`src/rtl/alu_issue_stage.sv`:
```
`default_nettype none
// ============================================================================
// Module      : alu_issue_stage
// Description : Decodes MIPS instruction words into ALU op code and operands
//               and registers them into the EX-stage pipeline register, with
//               stall, flush and multi-cycle MUL occupancy handling.
// Revision    : 1.0 - initial release
// ============================================================================
module alu_issue_stage #(
    parameter int BITS_SIZE  = 32,
    parameter int ALU_SIZE   = 4,
    parameter int MUL_CYCLES = 3
) (
    input  logic                 Clk,
    input  logic                 Rst,
    input  logic                 id_valid,
    input  logic [31:0]          id_instr,
    input  logic [BITS_SIZE-1:0] id_rs_data,
    input  logic [BITS_SIZE-1:0] id_rt_data,
    input  logic                 ex_stall,
    input  logic                 flush,
    output logic                 id_ready,
    output logic                 ex_valid,
    output logic [ALU_SIZE-1:0]  ex_alu_control,
    output logic [BITS_SIZE-1:0] ex_alu_a,
    output logic [BITS_SIZE-1:0] ex_alu_b,
    output logic                 ex_illegal,
    output logic                 ex_cmp_invert
);

    // ALU operation codes
    localparam logic [ALU_SIZE-1:0] c_alu_and  = ALU_SIZE'(0);
    localparam logic [ALU_SIZE-1:0] c_alu_or   = ALU_SIZE'(1);
    localparam logic [ALU_SIZE-1:0] c_alu_add  = ALU_SIZE'(2);
    localparam logic [ALU_SIZE-1:0] c_alu_nor  = ALU_SIZE'(3);
    localparam logic [ALU_SIZE-1:0] c_alu_xor  = ALU_SIZE'(4);
    localparam logic [ALU_SIZE-1:0] c_alu_sext = ALU_SIZE'(5);
    localparam logic [ALU_SIZE-1:0] c_alu_sub  = ALU_SIZE'(6);
    localparam logic [ALU_SIZE-1:0] c_alu_slt  = ALU_SIZE'(7);
    localparam logic [ALU_SIZE-1:0] c_alu_mul  = ALU_SIZE'(9);
    localparam logic [ALU_SIZE-1:0] c_alu_sll  = ALU_SIZE'(10);
    localparam logic [ALU_SIZE-1:0] c_alu_sgt  = ALU_SIZE'(11);
    localparam logic [ALU_SIZE-1:0] c_alu_clx  = ALU_SIZE'(12);
    localparam logic [ALU_SIZE-1:0] c_alu_srx  = ALU_SIZE'(13);
    localparam logic [ALU_SIZE-1:0] c_alu_sltu = ALU_SIZE'(14);
    localparam logic [ALU_SIZE-1:0] c_alu_sra  = ALU_SIZE'(15);

    // Primary opcodes
    localparam logic [5:0] c_op_special  = 6'h00;
    localparam logic [5:0] c_op_beq      = 6'h04;
    localparam logic [5:0] c_op_bne      = 6'h05;
    localparam logic [5:0] c_op_blez     = 6'h06;
    localparam logic [5:0] c_op_bgtz     = 6'h07;
    localparam logic [5:0] c_op_addi     = 6'h08;
    localparam logic [5:0] c_op_addiu    = 6'h09;
    localparam logic [5:0] c_op_slti     = 6'h0A;
    localparam logic [5:0] c_op_sltiu    = 6'h0B;
    localparam logic [5:0] c_op_andi     = 6'h0C;
    localparam logic [5:0] c_op_ori      = 6'h0D;
    localparam logic [5:0] c_op_xori     = 6'h0E;
    localparam logic [5:0] c_op_lui      = 6'h0F;
    localparam logic [5:0] c_op_special2 = 6'h1C;
    localparam logic [5:0] c_op_special3 = 6'h1F;
    localparam logic [5:0] c_op_lw       = 6'h23;
    localparam logic [5:0] c_op_sw       = 6'h2B;

    localparam int CNT_W = (MUL_CYCLES > 1) ? $clog2(MUL_CYCLES) : 1;
    localparam logic [CNT_W-1:0] c_mul_reload = CNT_W'(MUL_CYCLES - 1);

    localparam logic [BITS_SIZE-1:0] c_zero = '0;
    localparam logic [BITS_SIZE-1:0] c_one  = BITS_SIZE'(1);
    localparam logic [BITS_SIZE-1:0] c_lui_shift = BITS_SIZE'(16);

    logic [5:0]           w_op;
    logic [5:0]           w_funct;
    logic [4:0]           w_sa;
    logic [15:0]          w_imm;
    logic [BITS_SIZE-1:0] w_se;
    logic [BITS_SIZE-1:0] w_ze;
    logic [BITS_SIZE-1:0] w_sa_ext;
    logic [BITS_SIZE-1:0] w_rs_shamt;
    logic [BITS_SIZE-1:0] w_srl_b;
    logic [BITS_SIZE-1:0] w_srlv_b;

    logic [ALU_SIZE-1:0]  w_ctrl;
    logic [BITS_SIZE-1:0] w_a;
    logic [BITS_SIZE-1:0] w_b;
    logic                 w_illegal;
    logic                 w_invert;
    logic                 w_is_mul;

    logic                 r_valid;
    logic [ALU_SIZE-1:0]  r_ctrl;
    logic [BITS_SIZE-1:0] r_a;
    logic [BITS_SIZE-1:0] r_b;
    logic                 r_illegal;
    logic                 r_invert;
    logic [CNT_W-1:0]     r_mul_cnt;

    // The rt register index is consumed by the register file, not here
    logic unused_rt_field;
    assign unused_rt_field = ^id_instr[20:16];

    assign w_op       = id_instr[31:26];
    assign w_funct    = id_instr[5:0];
    assign w_sa       = id_instr[10:6];
    assign w_imm      = id_instr[15:0];
    assign w_se       = {{(BITS_SIZE-16){w_imm[15]}}, w_imm};
    assign w_ze       = {{(BITS_SIZE-16){1'b0}}, w_imm};
    assign w_sa_ext   = {{(BITS_SIZE-5){1'b0}}, w_sa};
    assign w_rs_shamt = {{(BITS_SIZE-5){1'b0}}, id_rs_data[4:0]};
    // Bit 5 of the shift operand selects rotate instead of logical shift
    assign w_srl_b    = {{(BITS_SIZE-6){1'b0}}, id_instr[21], w_sa};
    assign w_srlv_b   = {{(BITS_SIZE-6){1'b0}}, id_instr[6], id_rs_data[4:0]};

    always_comb begin
        w_ctrl    = c_alu_and;
        w_a       = c_zero;
        w_b       = c_zero;
        w_illegal = 1'b0;
        w_invert  = 1'b0;
        w_is_mul  = 1'b0;
        case (w_op)
            c_op_special: begin
                case (w_funct)
                    6'h20, 6'h21: begin w_ctrl = c_alu_add;  w_a = id_rs_data; w_b = id_rt_data; end
                    6'h22, 6'h23: begin w_ctrl = c_alu_sub;  w_a = id_rs_data; w_b = id_rt_data; end
                    6'h24:        begin w_ctrl = c_alu_and;  w_a = id_rs_data; w_b = id_rt_data; end
                    6'h25:        begin w_ctrl = c_alu_or;   w_a = id_rs_data; w_b = id_rt_data; end
                    6'h26:        begin w_ctrl = c_alu_xor;  w_a = id_rs_data; w_b = id_rt_data; end
                    6'h27:        begin w_ctrl = c_alu_nor;  w_a = id_rs_data; w_b = id_rt_data; end
                    6'h2A:        begin w_ctrl = c_alu_slt;  w_a = id_rs_data; w_b = id_rt_data; end
                    6'h2B:        begin w_ctrl = c_alu_sltu; w_a = id_rs_data; w_b = id_rt_data; end
                    6'h00:        begin w_ctrl = c_alu_sll;  w_a = id_rt_data; w_b = w_sa_ext;   end
                    6'h04:        begin w_ctrl = c_alu_sll;  w_a = id_rt_data; w_b = w_rs_shamt; end
                    6'h02:        begin w_ctrl = c_alu_srx;  w_a = id_rt_data; w_b = w_srl_b;    end
                    6'h06:        begin w_ctrl = c_alu_srx;  w_a = id_rt_data; w_b = w_srlv_b;   end
                    6'h03:        begin w_ctrl = c_alu_sra;  w_a = id_rt_data; w_b = w_sa_ext;   end
                    6'h07:        begin w_ctrl = c_alu_sra;  w_a = id_rt_data; w_b = w_rs_shamt; end
                    default:      w_illegal = 1'b1;
                endcase
            end
            c_op_special2: begin
                case (w_funct)
                    6'h02: begin
                        w_ctrl   = c_alu_mul;
                        w_a      = id_rs_data;
                        w_b      = id_rt_data;
                        w_is_mul = 1'b1;
                    end
                    6'h20:   begin w_ctrl = c_alu_clx; w_a = id_rs_data; w_b = c_one;  end
                    6'h21:   begin w_ctrl = c_alu_clx; w_a = id_rs_data; w_b = c_zero; end
                    default: w_illegal = 1'b1;
                endcase
            end
            c_op_special3: begin
                if (w_funct == 6'h20 && w_sa == 5'h10) begin
                    w_ctrl = c_alu_sext;
                    w_a    = id_rt_data;
                    w_b    = c_zero;
                end else if (w_funct == 6'h20 && w_sa == 5'h18) begin
                    w_ctrl = c_alu_sext;
                    w_a    = id_rt_data;
                    w_b    = c_one;
                end else begin
                    w_illegal = 1'b1;
                end
            end
            c_op_addi, c_op_addiu, c_op_lw, c_op_sw: begin
                w_ctrl = c_alu_add;  w_a = id_rs_data; w_b = w_se;
            end
            c_op_slti:  begin w_ctrl = c_alu_slt;  w_a = id_rs_data; w_b = w_se; end
            c_op_sltiu: begin w_ctrl = c_alu_sltu; w_a = id_rs_data; w_b = w_se; end
            c_op_andi:  begin w_ctrl = c_alu_and;  w_a = id_rs_data; w_b = w_ze; end
            c_op_ori:   begin w_ctrl = c_alu_or;   w_a = id_rs_data; w_b = w_ze; end
            c_op_xori:  begin w_ctrl = c_alu_xor;  w_a = id_rs_data; w_b = w_ze; end
            c_op_lui:   begin w_ctrl = c_alu_sll;  w_a = w_ze;       w_b = c_lui_shift; end
            c_op_beq, c_op_bne: begin
                w_ctrl = c_alu_sub;  w_a = id_rs_data; w_b = id_rt_data;
            end
            c_op_bgtz:  begin w_ctrl = c_alu_sgt;  w_a = id_rs_data; w_b = c_zero; end
            // BLEZ reuses the greater-than compare with the result inverted
            c_op_blez:  begin
                w_ctrl   = c_alu_sgt;
                w_a      = id_rs_data;
                w_b      = c_zero;
                w_invert = 1'b1;
            end
            default:    w_illegal = 1'b1;
        endcase
    end

    assign id_ready = !Rst && !ex_stall && (r_mul_cnt == '0);

    always_ff @(posedge Clk) begin
        if (Rst || flush) begin
            r_valid   <= 1'b0;
            r_ctrl    <= '0;
            r_a       <= '0;
            r_b       <= '0;
            r_illegal <= 1'b0;
            r_invert  <= 1'b0;
            r_mul_cnt <= '0;
        end else if (!id_ready) begin
            if (r_mul_cnt != '0 && !ex_stall) begin
                r_mul_cnt <= r_mul_cnt - 1'b1;
            end
        end else if (id_valid) begin
            r_valid   <= 1'b1;
            r_ctrl    <= w_ctrl;
            r_a       <= w_a;
            r_b       <= w_b;
            r_illegal <= w_illegal;
            r_invert  <= w_invert;
            r_mul_cnt <= w_is_mul ? c_mul_reload : '0;
        end else begin
            r_valid   <= 1'b0;
            r_ctrl    <= '0;
            r_a       <= '0;
            r_b       <= '0;
            r_illegal <= 1'b0;
            r_invert  <= 1'b0;
            r_mul_cnt <= '0;
        end
    end

    assign ex_valid       = r_valid;
    assign ex_alu_control = r_ctrl;
    assign ex_alu_a       = r_a;
    assign ex_alu_b       = r_b;
    assign ex_illegal     = r_illegal;
    assign ex_cmp_invert  = r_invert;

endmodule
`default_nettype wire

```
`config.mk`:
```
export PLATFORM = sky130hd
export DESIGN_NAME = alu_issue_stage
export DESIGN_NICKNAME = d
export VERILOG_FILES = /design/src/rtl/alu_issue_stage.sv
export SDC_FILE = /design/constraint.sdc
export NUM_CORES = 1
export LEC_CHECK = 0
export ABC_CLOCK_PERIOD_IN_PS = 1700
export CORE_ASPECT_RATIO = 1.1
export CORE_MARGIN = 10
export CORE_UTILIZATION = 39
export DETAILED_ROUTE_END_ITERATION = 16
export PLACE_DENSITY = 0.78
export SLEW_MARGIN = 20
export SYNTH_ARGS = -nofsm -noshare
export SYNTH_HDL_FRONTEND = slang
export SYNTH_SLANG_ARGS = --single-unit
```
`constraint.sdc`:
```
create_clock -name Clk -period 1.7 [get_ports Clk]
set_input_delay 0.17 -clock Clk [delete_from_list [all_inputs] [get_ports Clk]]
set_output_delay 0.17 -clock Clk [all_outputs]
set_load 0.05 [all_outputs]
```
==> impl_metrics.py <==
metrics = {
    "outcome": {
        "status": "complete, but fails checks",
        "violations": "setup timing",
    },
    "grt": {
        "antenna_found_initial": 0,
        "grt_pass1_wl_um": 26150,
        "grt_max_degree": 31,
        "overflow": 0,
        "track_usage": 0.2228,
        "grt_pass1_vias": 4911,
    },
    "drt": {
        "drtIter0Drc": 488,
        "totalWireLength_um": 17730,
        "viasPerCell": 5.863,
        "antenna_left": 0,
        "drc_errors": 0,
        "drtPass1Iterations": 9,
        "post_drt_wl_per_cell_um": 20.81,
        "num_vias": 4995,
    },
    "yosys": {
        "yosysMostFrequentCell": "nand2_1",
        "synthesis.area_sq_um": 3990,
        "synth_ff_type": "dfxtp_1",
        "yosysWarnings": 0,
        "synth-edff-count": 0,
        "postSynthAreaPerCell_sq_um": 8.126,
        "synth_top_cell_by_area": "dfxtp_1",
        "ys_seq_area_frac": 0.3663,
        "ys_async_sr_fraction": 0,
        "synth_nets": 593,
        "ys_types": 63,
        "yosysTopAreaCellShare": 0.3663,
        "synth-seq-cells": 73,
        "synthTopCellsByArea": "dfxtp_1 (37%), a21oi_1 (8.4%), nand2_1 (7.4%)",
        "ys_top_cells_by_count": "nand2_1 (79), dfxtp_1 (73), a21oi_1 (67)",
        "syn_inst": 491,
    },
    "flow_run": {
        "drv_cap": 0,
    },
    "floorplanning": {
        "rows": 38,
        "die_h_um": 126.1,
        "fp.dieW_um": 116.4,
        "num_io_pins": 173,
        "initial_core_util": 0.4015,
        "core_area_sq_um": 9937,
        "dieArea_sq_um": 14680,
    },
    "sta": {
        "worst_slack_ns": -0.1415,
        "setup_viol": 27,
        "fin_crit_sh": 1.083,
        "slew-limit-headroom": 0.6333,
        "clock_skew_ns": 0.008653,
        "rsz0062_at_grt": "true",
        "hold_viol": 0,
        "timing.fmax_mhz": 543.0,
        "slew_viol_final": 0,
        "worst_pin_slew_ns": 0.5523,
        "fin_crit_ns": 1.841,
    },
    "power": {
        "clockPowerShare": 0.399,
        "power_mw": 4.304,
        "seq_power_share": 0.399,
        "combPwrFrac": 0.202,
        "switching_share": 0.2502,
        "peakVddDrop_uv": 365.9,
        "switchingPower_mw": 1.077,
        "p_int_mw": 3.227,
        "power_density_nw_per_um2": 623.8,
        "leakage_nw": 2.824,
    },
    "setup_path": {
        "worstPathRequired_ns": 2.00,
        "endpoint_kind": "flop",
        "arrival_ns": 2.14,
        "critical_path_class": "reg2reg",
        "crit_path_max_fanout": 8,
        "startpoint_type": "flop",
    },
    "clocking": {
        "cts_tree": "yes",
        "clk_pin_slew_worst_paths_ns": 0.08,
        "holdBufCountCts": 0,
        "htree_levels": 3,
        "cts_root_buf": "clkbuf_8",
        "cts.sinks": 73,
        "clk_latency_ns": 0.36,
        "numCtsBuffers": 9,
        "clk_path_buf_depth": 2,
    },
    "finish": {
        "drive_above_1_share": 0.3046,
        "utilization": 0.6944,
        "diodes": 0,
        "syn_to_final_growth_pct": 72.94,
        "nets": 829,
        "fill_cells": 805,
    },
    "hold_path": {
        "hold_class": "in2reg",
    },
    "placed_design": {
        "gp_congestion": 0.8875,
        "dp.final_hpwl_um": 12930,
        "io_buffers": 163,
    },
}
[placed cells by master, fill, tap and decap left out, types with 7 or more instances in the layout]
cell type | netlist | final
a211oi_1 | 12 | 10
a211oi_2 | 6 | 8
a21oi_1 | 67 | 60
a21oi_2 | 0 | 7
a222oi_1 | 16 | 16
a22oi_1 | 15 | 14
a32oi_1 | 17 | 17
buf_12 | 0 | 8
buf_4 | 5 | 119
buf_6 | 1 | 9
clkbuf_8 | 0 | 11
clkdlybuf4s50_1 | 0 | 77
dfxtp_1 | 73 | 71
dlygate4sd2_1 | 0 | 38
dlymetal6s2s_1 | 0 | 12
nand2_1 | 79 | 68
nand2_2 | 0 | 10
nand2b_1 | 7 | 7
nor2_1 | 23 | 21
nor2b_1 | 9 | 9
nor3_1 | 9 | 7
o21ai_0 | 9 | 7
o21ai_1 | 28 | 28
[worst paths after layout]
| kind | slack, ns | cells after the start | start | end |
|---|---|---|---|---|
| max | -0.14 | 9 | r_mul_cnt[1] | ex_alu_a[24] |
| min | 0.32 | 4 | id_instr[8] | ex_alu_b[8] |
| max reg2reg | -0.14 | 9 | r_mul_cnt[1] | ex_alu_a[24] |
| min reg2reg | 0.45 | 2 | ex_alu_b[12] | ex_alu_b[12] |
[logic make-up (layout without fill, tap and decap cells)]
| group | count (synthesis) | after routing | share of synthesized area |
|---|---|---|---|
| buffers and inverters | 48 | 288 | 0.06272 |
| multiplexers | 7 | 7 | 0.01881 |
| AO/OA/AOI/OAI | 199 | 199 | 0.3427 |
| adder cells (fa/ha/maj) | 1 | 1 | 0.003135 |
| AND/OR/NAND/NOR | 163 | 164 | 0.2063 |
| flip-flops | 73 | 73 | 0.3663 |
[sequential cells by signal (all words and copies together), names as in the netlist]
signal / flops
ex_valid: 1
ex_alu_control: 4
ex_alu_b: 32
ex_illegal: 1
r_mul_cnt: 2
ex_cmp_invert: 1
ex_alu_a: 32
[critical path, cell delays in order, from the launching register on]
cell,delay (ns)
dfxtp_2,0.32
inv_2,0.07
ha_4,0.14
nand4bb_1,0.15
buf_6,0.17
a31oi_4,0.33
buf_6,0.15
and2_4,0.22
nand2_1,0.10
a21oi_2,0.13
[metrics by stage]
stage | area, sq um | hold slack (ns) | std cells | TNS [ns] | worst slack (ns)
floorplan | 3990 | 0.2862 | 491 | -0.6457 | -0.02185
global placement | 6231 | 0.4365 | 821 | -31.85 | -0.5131
detailed placement | 6231 | 0.4417 | 821 | -34.91 | -0.6050
CTS | 6664 | 0.3469 | 846 | -0.7544 | -0.09947
global route | 6900 | 0.3257 | 852 | -3.989 | -0.2130
finish | 6900 | 0.3243 | 852 | -1.483 | -0.1415
[routing by layer]
metal / track usage / wire length (um) / share of wire
met3: 0.05176 / 1572 / 0.089
met4: 0.08769 / 460 / 0.026
met1: 0.2513 / 6581 / 0.37
met2: 0.3914 / 9115 / 0.51
met5: 0 / 0 / 0
[power by group through the flow]
| stage | Combinational [mW] | Clock [mW] | Sequential (mW) |
|---|---|---|---|
| floorplan | 0.289 | 0 | 1.76 |
| global placement | 0.761 | 0 | 1.76 |
| detailed placement | 0.770 | 0 | 1.76 |
| CTS | 0.813 | 1.74 | 1.71 |
| global route | 0.917 | 1.82 | 1.72 |
| finish | 0.870 | 1.72 | 1.72 |
[repair_timing]
item	4_1_cts	5_1_grt
pin swaps	5	23
cloned	4	1
resized for setup	62	59
setup buffers	5	7
endpoints found under the setup margin	100	77
[final cells by class]
cell class,count,area [sq um],share of cell area
well taps,120,150.1,0.02176
multi-input cells,371,2490,0.3608
clock inverters,4,98.84,0.01432
flip-flops and latches,73,1464,0.2121
repair buffers,269,2531,0.3668
inverters,3,11.26,0.001632
clock buffers,12,155.1,0.02248
(Power assumes the default switching activity.)
